## config.mk

```make
export PLATFORM = sky130hd
export DESIGN_NAME = code_loader
export DESIGN_NICKNAME = d
export VERILOG_FILES = /design/src/rtl/code_loader.sv
export SDC_FILE = /design/constraint.sdc
export NUM_CORES = 1
export LEC_CHECK = 0
export ABC_CLOCK_PERIOD_IN_PS = 2600
export BUFFER_PORTS_ARGS = -buffer_cell sky130_fd_sc_hd__buf_4
export CORE_MARGIN = 2
export CORE_UTILIZATION = 30
export DETAILED_ROUTE_END_ITERATION = 7
export HOLD_SLACK_MARGIN = 0.1
export PLACE_DENSITY = 0.55
export RECOVER_POWER = 100
export SETUP_SLACK_MARGIN = 0.1
export SYNTH_ARGS = -nofsm -noshare
export SYNTH_HDL_FRONTEND = slang
export SYNTH_SLANG_ARGS = --single-unit
```

## constraint.sdc

```tcl
create_clock -name clk -period 2.6 [get_ports clk]
set_clock_uncertainty 0.1 [all_clocks]
set_input_delay 0.13 -clock clk [delete_from_list [all_inputs] [get_ports clk]]
set_output_delay 0.13 -clock clk [all_outputs]
set_load 0.005 [all_outputs]
```

## src/rtl/code_loader.sv

```systemverilog
// Serial program loader: parses A5-framed word streams into program memory writes
// and holds the cpu in reset until a frame completes. Optional: CODE_LOADER_CHECKSUM_EN.
module code_loader #(
   parameter int unsigned CODE_WIDTH = 13,
   parameter logic [7:0]  HEADER     = 8'hA5
) (
   input  logic                  clk,
   input  logic                  reset,
   input  logic [7:0]            rx_data,
   input  logic                  rx_valid,
   output logic                  code_we,
   output logic [CODE_WIDTH-1:0] code_waddr,
   output logic [15:0]           code_wdata,
   output logic                  cpu_reset,
   output logic                  busy,
   output logic                  error
);

   localparam int unsigned       CNT_W     = CODE_WIDTH + 1;
   localparam logic [CNT_W-1:0]  CNT_ONE   = 1;
   localparam logic [16:0]       MAX_WORDS = 17'(1) << CODE_WIDTH;

   typedef enum logic [2:0] {
      IDLE,
      LEN_HI,
      LEN_LO,
      DATA_LO,
      DATA_HI,
`ifdef CODE_LOADER_CHECKSUM_EN
      CHECK,
`endif
      RUN,
      ERROR
   } state_t;

   state_t            state;
   state_t            state_next;
   logic [15:0]       len;
   logic [CNT_W-1:0]  word_cnt;
   logic [7:0]        low_byte;
   logic              write;
   logic [15:0]       len_full;
   logic              len_bad;
   logic              last_word;
   logic              busy_next;

`ifdef CODE_LOADER_CHECKSUM_EN
   logic [7:0]        csum;
`endif

   // Length is judged on the LEN_LO cycle, before the low byte lands in len.
   assign len_full  = {len[15:8], rx_data};
   assign len_bad   = (len_full == 16'd0) || ({1'b0, len_full} > MAX_WORDS);
   assign last_word = (17'(word_cnt) + 17'd1) == {1'b0, len};

   always_ff @(posedge clk or posedge reset) begin
      if (reset) begin
         state <= IDLE;
      end else begin
         state <= state_next;
      end
   end

   always_comb begin
      state_next = state;
      write      = 1'b0;
      if (rx_valid) begin
         case (state)
            IDLE: begin
               if (rx_data == HEADER) begin
                  state_next = LEN_HI;
               end
            end
            LEN_HI:  state_next = LEN_LO;
            LEN_LO:  state_next = len_bad ? ERROR : DATA_LO;
            DATA_LO: state_next = DATA_HI;
            DATA_HI: begin
               write = 1'b1;
               if (last_word) begin
`ifdef CODE_LOADER_CHECKSUM_EN
                  state_next = CHECK;
`else
                  state_next = RUN;
`endif
               end else begin
                  state_next = DATA_LO;
               end
            end
`ifdef CODE_LOADER_CHECKSUM_EN
            CHECK:   state_next = (rx_data == csum) ? RUN : ERROR;
`endif
            RUN:     state_next = RUN;
            ERROR: begin
               if (rx_data == HEADER) begin
                  state_next = LEN_HI;
               end
            end
            default: state_next = IDLE;
         endcase
      end
   end

   assign busy_next = !(state_next inside {IDLE, RUN, ERROR});

   // Status outputs are registered from the next state so they track state with no lag.
   always_ff @(posedge clk or posedge reset) begin
      if (reset) begin
         len        <= '0;
         word_cnt   <= '0;
         low_byte   <= '0;
         code_we    <= 1'b0;
         code_waddr <= '0;
         code_wdata <= '0;
         cpu_reset  <= 1'b1;
         busy       <= 1'b0;
         error      <= 1'b0;
      end else begin
         if (rx_valid) begin
            case (state)
               LEN_HI: begin
                  len[15:8] <= rx_data;
                  word_cnt  <= '0;
               end
               LEN_LO:  len[7:0] <= rx_data;
               DATA_LO: low_byte <= rx_data;
               DATA_HI: word_cnt <= word_cnt + CNT_ONE;
               default: ;
            endcase
         end
         code_we <= write;
         if (write) begin
            code_waddr <= word_cnt[CODE_WIDTH-1:0];
            code_wdata <= {rx_data, low_byte};
         end
         cpu_reset <= (state_next != RUN);
         busy      <= busy_next;
         error     <= (state_next == ERROR);
      end
   end

`ifdef CODE_LOADER_CHECKSUM_EN
   always_ff @(posedge clk or posedge reset) begin
      if (reset) begin
         csum <= '0;
      end else if (rx_valid) begin
         case (state)
            LEN_HI:                    csum <= rx_data;
            LEN_LO, DATA_LO, DATA_HI:  csum <= csum ^ rx_data;
            default: ;
         endcase
      end
   end
`endif

endmodule

```

==> summary.md, run 1 <==
| Metric | Value |
|---|---|
| Outcome | `completed` |
| Worst min path class | `flop to flop` |
| Most common cell after layout, fill and taps aside | `nand2_1` |
| Portion of the clock cycle consumed by the worst path in the final layout | `90.34%` |
| Synth Area in XOR/XNOR | `6.089%` |
| H-tree levels | `3` |
| Syn Std Cell Area | `3596 um2` |
| Total routing usage reported by global routing | `14.85%` |
| Worst VDD drop | `0.4850 mV` |
| Clock latency reported for the late side of the worst-skew pair | `0.33 ns` |
| Max Cap Violations | `0` |
| P per Cell Area | `1042 nW/um2` |
| Unique masters post-synth | `51` |
| Total wirelength of the detailed-routed design | `9.111 mm` |
| Avg Inst Size Synth | `9.852 um2` |
| Most used flip-flop cell after synthesis | `dfrtp_1` |
| Layout cell share with drive strength beyond 1 | `27.46%` |
| Detailed placement HPWL | `6.046 mm` |
| Cells after synthesis | `365` |
| Standard-cell rows | `39` |
| Total number of nets in the final design | `445` |
| Starting density of the core | `31.09%` |
| Setup slack, reg-to-reg | `0.25 ns` |
| Via count of the first global-routing pass | `2799` |
| Die area | `12880 um2` |
| Vertical die dimension | `113.5 um` |
| Final Setup Violations | `0` |
| Mapped Nets | `378` |
| WL/cell | `15.71 um` |
| Final instance count without filler cells | `580` |
| Hold violation total from the final report | `0` |
| Startpoint of the worst register-to-register path | `word_cnt[0]` |
| Most area-hungry cell type in the Yosys netlist | `dfrtp_1` |
| Post-DRT Antenna Nets | `0` |
| Async SR Flop Fraction | `100.0%` |
| Maximum clock insertion buffer count | `2` |
| Synth warn | `0` |
| DRC marker count from the first detailed-route iteration | `210` |
| CTS Root Buffer Type | `clkbuf_16` |
| Overflow left after global routing | `0` |
| Clock period minus final worst setup slack | `2.349 ns` |
| CTS tree | `yes` |
| Synth-to-layout area growth | `30.03%` |
| Worst Reg2Reg Path Length in Cells | `9` |
| Drt drc | `0` |
| Top Ports | `44` |
| Total via count in the routed design | `2856` |
| Routability cong. | `0.9478` |
| Maximum fanout along the worst path | `5` |
| Number of enable flip-flop cells after synthesis | `0` |
| Antenna violations before repair | `0` |
| Number of sinks driven by the clock tree | `74` |
| Reg clk slew, reported paths | `0.07 ns` |
| 1st-pass router iterations | `4` |
| Largest net degree at the start of global routing | `49` |
| Width of the chip | `113.5 um` |
| Fraction of the mapped netlist area in compound gates | `9.081%` |
| Proportion of synthesized chip area in sequential cells | `51.53%` |
| Startpoint of the most critical hold path | `low_byte[5]` |
| Worst setup path class | `flop to flop` |
| Post-synth top area share | `50.80%` |
| Area fraction in and, or, nand and nor cells after synthesis | `21.57%` |
| Remaining max-slew budget at the tightest pin | `30.84%` |
| Count of input and output buffers | `43` |
| Worst min-delay path endpoint | `code_wdata[5]` |
| Count of state elements after synthesis | `74` |
| Worst slew pin tran | `1.036 ns` |
| Number of clock buffers inserted by TritonCTS | `9` |
| Endpoint type of the worst setup path | `flop` |
| Static Leakage | `2.152 nW` |
| Number of vias per cell after detailed routing | `4.924` |
| Antenna cell count | `0` |
| Max Freq | `0.4257 GHz` |
| Worst flop-to-flop path endpoint | `busy` |
| Most used cells in the layout excluding fill and tap cells | `nand2_1 (100), dfrtp_1 (67), clkbuf_4 (29)` |
| Crit path DAT | `2.51 ns` |
| First-pass GRT wire length | `15.14 mm` |
| Multiplexer fraction of the synthesized cell area | `8.386%` |
| Worst setup SP type | `flop` |
| Share of synthesized cell area in full adder, half adder and majority cells | `0.6959%` |
| Depth of the worst hold-timing path | `2` |
| RSZ-0062 raised after global routing | `false` |
| Total Negative Setup Slacks | `0 ns` |
| Number of placed instances with taps included | `548` |
| Core footprint | `11560 um2` |
| Data required time at the worst endpoint | `2.76 ns` |
| Dominant cells by area after synthesis | `dfrtp_1 (51%), nand2_1 (11%), mux2_2 (7.8%)` |
| Count of pins over their slew limit | `0` |
| Combinational family with the most area after synthesis | `simple AND/OR/NAND/NOR gates` |
[worst max-delay path, cell delays in order, from the launching register on]
cell and delay [ns]:
dfrtp_2 0.44, ha_2 0.23, nand3_1 0.07, or2_2 0.32
xnor2_2 0.19, and3_1 0.18, nand4_1 0.16, or2_0 0.27
nand2_2 0.13, mux2i_1 0.19
[synth_stat cells, types with 2 or more instances]
library cell and number:
xnor2_1 16, buf_1 2, and2_1 3, nor2_1 15, buf_2 4, inv_1 5, and4_1 3, nand4_1 3
mux2_2 25, o31ai_1 8, and3_1 2, nand3_1 11, xor2_1 9, nor3_1 5, dfrtp_1 73, nor2b_1 3
o21ai_0 22, a21oi_1 5, nor3b_1 3, nand4_4 2, clkbuf_1 12, nand2_1 101, nor4_1 2, a22oi_1 2
ha_1 2, mux2i_1 2
[where the power goes]
part	leakage, nW	total [mW]	internal, mW	switching [mW]
Sequential	0.934	1.92	1.55	0.373
Combinational	1.05	1.53	0.818	0.714
Clock	0.165	1.42	0.881	0.536
[how the worst max path moves through the flow]
| stage | slack (ns) | depth (start not counted) | from | end |
|---|---|---|---|---|
| detailed placement | 0.11 | 10 | word_cnt[1] | busy |
| CTS | 0.11 | 7 | word_cnt[2] | busy |
| floorplan | 0.19 | 9 | word_cnt[0] | busy |
| global placement | 0.17 | 9 | word_cnt[1] | busy |
| finish | 0.25 | 9 | word_cnt[0] | busy |
| global route | 0.05 | 11 | rx_data[1] | error |
[area by class of cell]
class	instances	area (um2)
well taps	143	178.9
inverters	6	22.52
repair buffers	74	551.8
fillers	1143	6889
flip-flops and latches	74	1861
multi-input cells	267	1725
clock inverters	6	97.59
clock buffers	10	239.0
[flip-flops by register name, summed over array words and instances (netlist names)]
name	flops
error	1
code_we	1
len	16
low_byte	8
code_waddr	13
busy	1
code_wdata	16
state	3
cpu_reset	1
word_cnt	14
[logic make-up (layout without fill, tap and decap cells)]
group,after synthesis,in the layout
compound gates,50,50
mux,27,27
xor+xnor,25,25
buf+inv,24,96
simple gates,163,163
flops,74,74
fa+ha+maj,2,2
[repair_timing]
| item | in CTS | in global routing |
|---|---|---|
| pin swaps | 0 | 9 |
| endpoints found under the setup margin | 1 | 4 |
| endpoints found under the hold margin | 59 | 0 |
| hold buffers | 10 | 0 |
| buffers inserted | 0 | 6 |
| resized for setup | 1 | 20 |
[through the flow]
stage	power, mW	setup slack, ns	instance area [um2]	hold slack, ns	util, %
2_1_floorplan	2.803	0.1869	3596	0.1336	-
3_3_place_gp	3.353	0.1725	4155	0.1433	35.93
3_5_place_dp	3.387	0.1056	4155	0.1537	35.93
4_1_cts	4.826	0.1129	4594	0.3524	39.73
5_1_grt	5.186	0.04713	4676	0.3837	40.43
6_report	4.871	0.2511	4676	0.3691	40.43
[routing by layer]
metal / part of all wire (%) / global-route usage, % / routed length (um) / up-vias
met2: 45 / 23.15 / 4094 / 81
met1: 48 / 20.69 / 4388 / 1375
met4: 1.4 / 4.228 / 131 / 0
met5: 0 / 0 / 0 / -
li1: - / - / - / 1385
met3: 5.5 / 3.613 / 497 / 15
No activity file was read; power rests on OpenSTA's default activity.
==> run 2, diff against run 1 <==
--- a/config.mk
+++ b/config.mk
@@ -13,6 +13,7 @@
 export HOLD_SLACK_MARGIN = 0.1
 export PLACE_DENSITY = 0.55
 export RECOVER_POWER = 100
+export REMOVE_ABC_BUFFERS = 1
 export SETUP_SLACK_MARGIN = 0.1
 export SYNTH_ARGS = -nofsm -noshare
 export SYNTH_HDL_FRONTEND = slang
==> summary.md, run 2 (synthesis results as in run 1) <==
| Metric | Value |
|---|---|
| Endpoint type of the worst setup path | `flop (unchanged)` |
| Setup slack, reg-to-reg | `0.25 ns (about the same)` |
| Post-DRT Antenna Nets | `0 (unchanged)` |
| Total power draw | `4.791 mW (was 4.871 mW)` |
| Starting density of the core | `31.09% (unchanged)` |
| Synth-to-layout area growth | `29.30% (was 30.03%)` |
| Max Freq | `0.4248 GHz (was 0.4257 GHz)` |
| Detailed placement HPWL | `5.889 mm (was 6.046 mm)` |
| Drt drc | `0 (unchanged)` |
| WL/cell | `15.21 um (was 15.71 um)` |
| Worst min path class | `flop to flop (unchanged)` |
| Total routing usage reported by global routing | `14.62% (was 14.85%)` |
| 1st-pass router iterations | `5 (was 4)` |
| Worst setup path class | `flop to flop (unchanged)` |
| Total number of nets in the final design | `440 (was 445)` |
| H-tree levels | `3 (unchanged)` |
| Final hold slack | `0.3653 ns (was 0.3691 ns)` |
| Count of input and output buffers | `43 (unchanged)` |
| Max Cap Violations | `0 (unchanged)` |
| Layout cell share with drive strength beyond 1 | `28.24% (was 27.46%)` |
| Clock period minus final worst setup slack | `2.354 ns (was 2.349 ns)` |
| Final Setup Violations | `0 (unchanged)` |
| Routability cong. | `0.8303 (was 0.9478)` |
| Maximum fanout along the worst path | `5 (unchanged)` |
| Total Negative Setup Slacks | `0 ns (unchanged)` |
| Number of sinks driven by the clock tree | `74 (unchanged)` |
| First-pass GRT wire length | `14.54 mm (was 15.14 mm)` |
| Startpoint of the worst register-to-register path | `word_cnt[0] (unchanged)` |
| Worst flop-to-flop path endpoint | `busy (unchanged)` |
| DRC marker count from the first detailed-route iteration | `140 (was 210)` |
| Width of the chip | `113.5 um (unchanged)` |
| Data required time at the worst endpoint | `2.76 ns (about the same)` |
| Worst Reg2Reg Path Length in Cells | `9 (unchanged)` |
| Remaining max-slew budget at the tightest pin | `28.26% (was 30.84%)` |
| Antenna violations before repair | `0 (unchanged)` |
| Portion of the clock cycle consumed by the worst path in the final layout | `90.55% (was 90.34%)` |
| Via count of the first global-routing pass | `2749 (was 2799)` |
| Reg clk slew, reported paths | `0.06 ns (was 0.07 ns)` |
| Crit path DAT | `2.51 ns (about the same)` |
| Clock latency reported for the late side of the worst-skew pair | `0.34 ns (was 0.33 ns)` |
| Vertical die dimension | `113.5 um (unchanged)` |
| Total via count in the routed design | `2845 (was 2856)` |
| Worst path setup slack after routing | `0.2458 ns (was 0.2511 ns)` |
| Number of clock buffers inserted by TritonCTS | `9 (unchanged)` |
| Hold violation total from the final report | `0 (unchanged)` |
| Worst slew pin tran | `1.075 ns (was 1.036 ns)` |
| Standard-cell rows | `39 (unchanged)` |
| CTS Root Buffer Type | `clkbuf_16 (unchanged)` |
| Maximum clock insertion buffer count | `2 (unchanged)` |
| Largest net degree at the start of global routing | `48 (was 49)` |
| Core footprint | `11560 um2 (unchanged)` |
| Top Ports | `44 (unchanged)` |
| P per Cell Area | `1031 nW/um2 (was 1042 nW/um2)` |
| Leading registers by flop count | `code_wdata x16, len x16, word_cnt x14 (unchanged)` |
| Static Leakage | `2.142 nW (was 2.152 nW)` |
| Die area | `12880 um2 (unchanged)` |
| Startpoint of the most critical hold path | `low_byte[6] (was low_byte[5])` |
| CTS tree | `yes (unchanged)` |
| Antenna cell count | `0 (unchanged)` |
| Worst VDD drop | `0.4984 mV (was 0.4850 mV)` |
| Overflow left after global routing | `0 (unchanged)` |
| Pre-CTS setup slack | `0.1050 ns (was 0.1056 ns)` |
| Total wirelength of the detailed-routed design | `8.748 mm (was 9.111 mm)` |
| Most used cells in the layout excluding fill and tap cells | `nand2_1 (100), dfrtp_1 (67), clkbuf_4 (36) (was nand2_1 (100), dfrtp_1 (67), clkbuf_4 (29))` |
| Most common cell after layout, fill and taps aside | `nand2_1 (unchanged)` |
| Outcome | `completed (unchanged)` |
| RSZ-0062 raised after global routing | `false (unchanged)` |
| Count of pins over their slew limit | `0 (unchanged)` |
| Depth of the worst hold-timing path | `2 (unchanged)` |
| Worst setup SP type | `flop (unchanged)` |
| Number of vias per cell after detailed routing | `4.948 (was 4.924)` |
| Worst min-delay path endpoint | `code_wdata[6] (was code_wdata[5])` |
==> run 2: layer usage <==
| layer | global-route usage [%] | vias to the layer above | part of all wire (%) |
|---|---|---|---|
| met1 | 19.54 | 1393 | 47 |
| met5 | 0 | - | 0 |
| met3 | 4.198 | 9 | 4.7 |
| met4 | 5.122 | 0 | 1.6 |
| li1 | - | 1373 | - |
| met2 | 22.83 | 70 | 47 |
==> run 2: layout make-up <==
type / count / area (um2)
Clock inverter: 5 / 85.08
Tap cell: 143 / 178.9
Timing Repair Buffer: 69 / 540.5
Multi-Input combinational cell: 267 / 1709
Inverter: 6 / 22.52
Fill cell: 1112 / 6915
Sequential cell: 74 / 1861
Clock buffer: 11 / 252.7
==> run 2: report_power, final <==
group	internal [mW]	switching [mW]	total, mW	leakage (nW)
Clock	0.897	0.484	1.38	0.162
Combinational	0.825	0.681	1.51	1.05
Sequential	1.55	0.356	1.91	0.935
Total	3.27	1.52	4.79	2.14
==> run 2: critical path, stage by stage (launching register included) <==
cell       delay (ns)
dfrtp_1          0.43
buf_6            0.15
and4_1           0.22
nand3_1          0.16
xnor2_1          0.18
a2111oi_2        0.29
nand4_1          0.20
or2_1            0.26
nand2_2          0.09
mux2i_1          0.19
==> run 2: per-stage QoR <==
stage	std cells	util (%)	cell area, um2
6_report	575	40.20	4649
4_1_cts	573	39.80	4603
3_3_place_gp	547	35.97	4160
3_5_place_dp	547	35.97	4160
2_1_floorplan	347	-	3523
5_1_grt	575	40.20	4649
==> run 2: worst max path at each step <==
stage,start,cells past startpoint,to,slack [ns]
5_1_grt,state[1],7,word_cnt[3],0.05
6_report,word_cnt[0],9,busy,0.25
3_5_place_dp,word_cnt[1],9,busy,0.11
4_1_cts,word_cnt[1],9,busy,0.12
2_1_floorplan,state[0],6,word_cnt[2],-0.88
3_3_place_gp,word_cnt[0],8,busy,0.13
==> run 2: repair_timing <==
item                                    in CTS  in global routing
pin swaps                                    1                  5
hold endpoints to repair                    60                  0
setup buffers                                0                  2
cloned                                       0                  0
gates resized for setup                      4                 17
endpoints found under the setup margin       1                  4
hold buffers                                10                  0
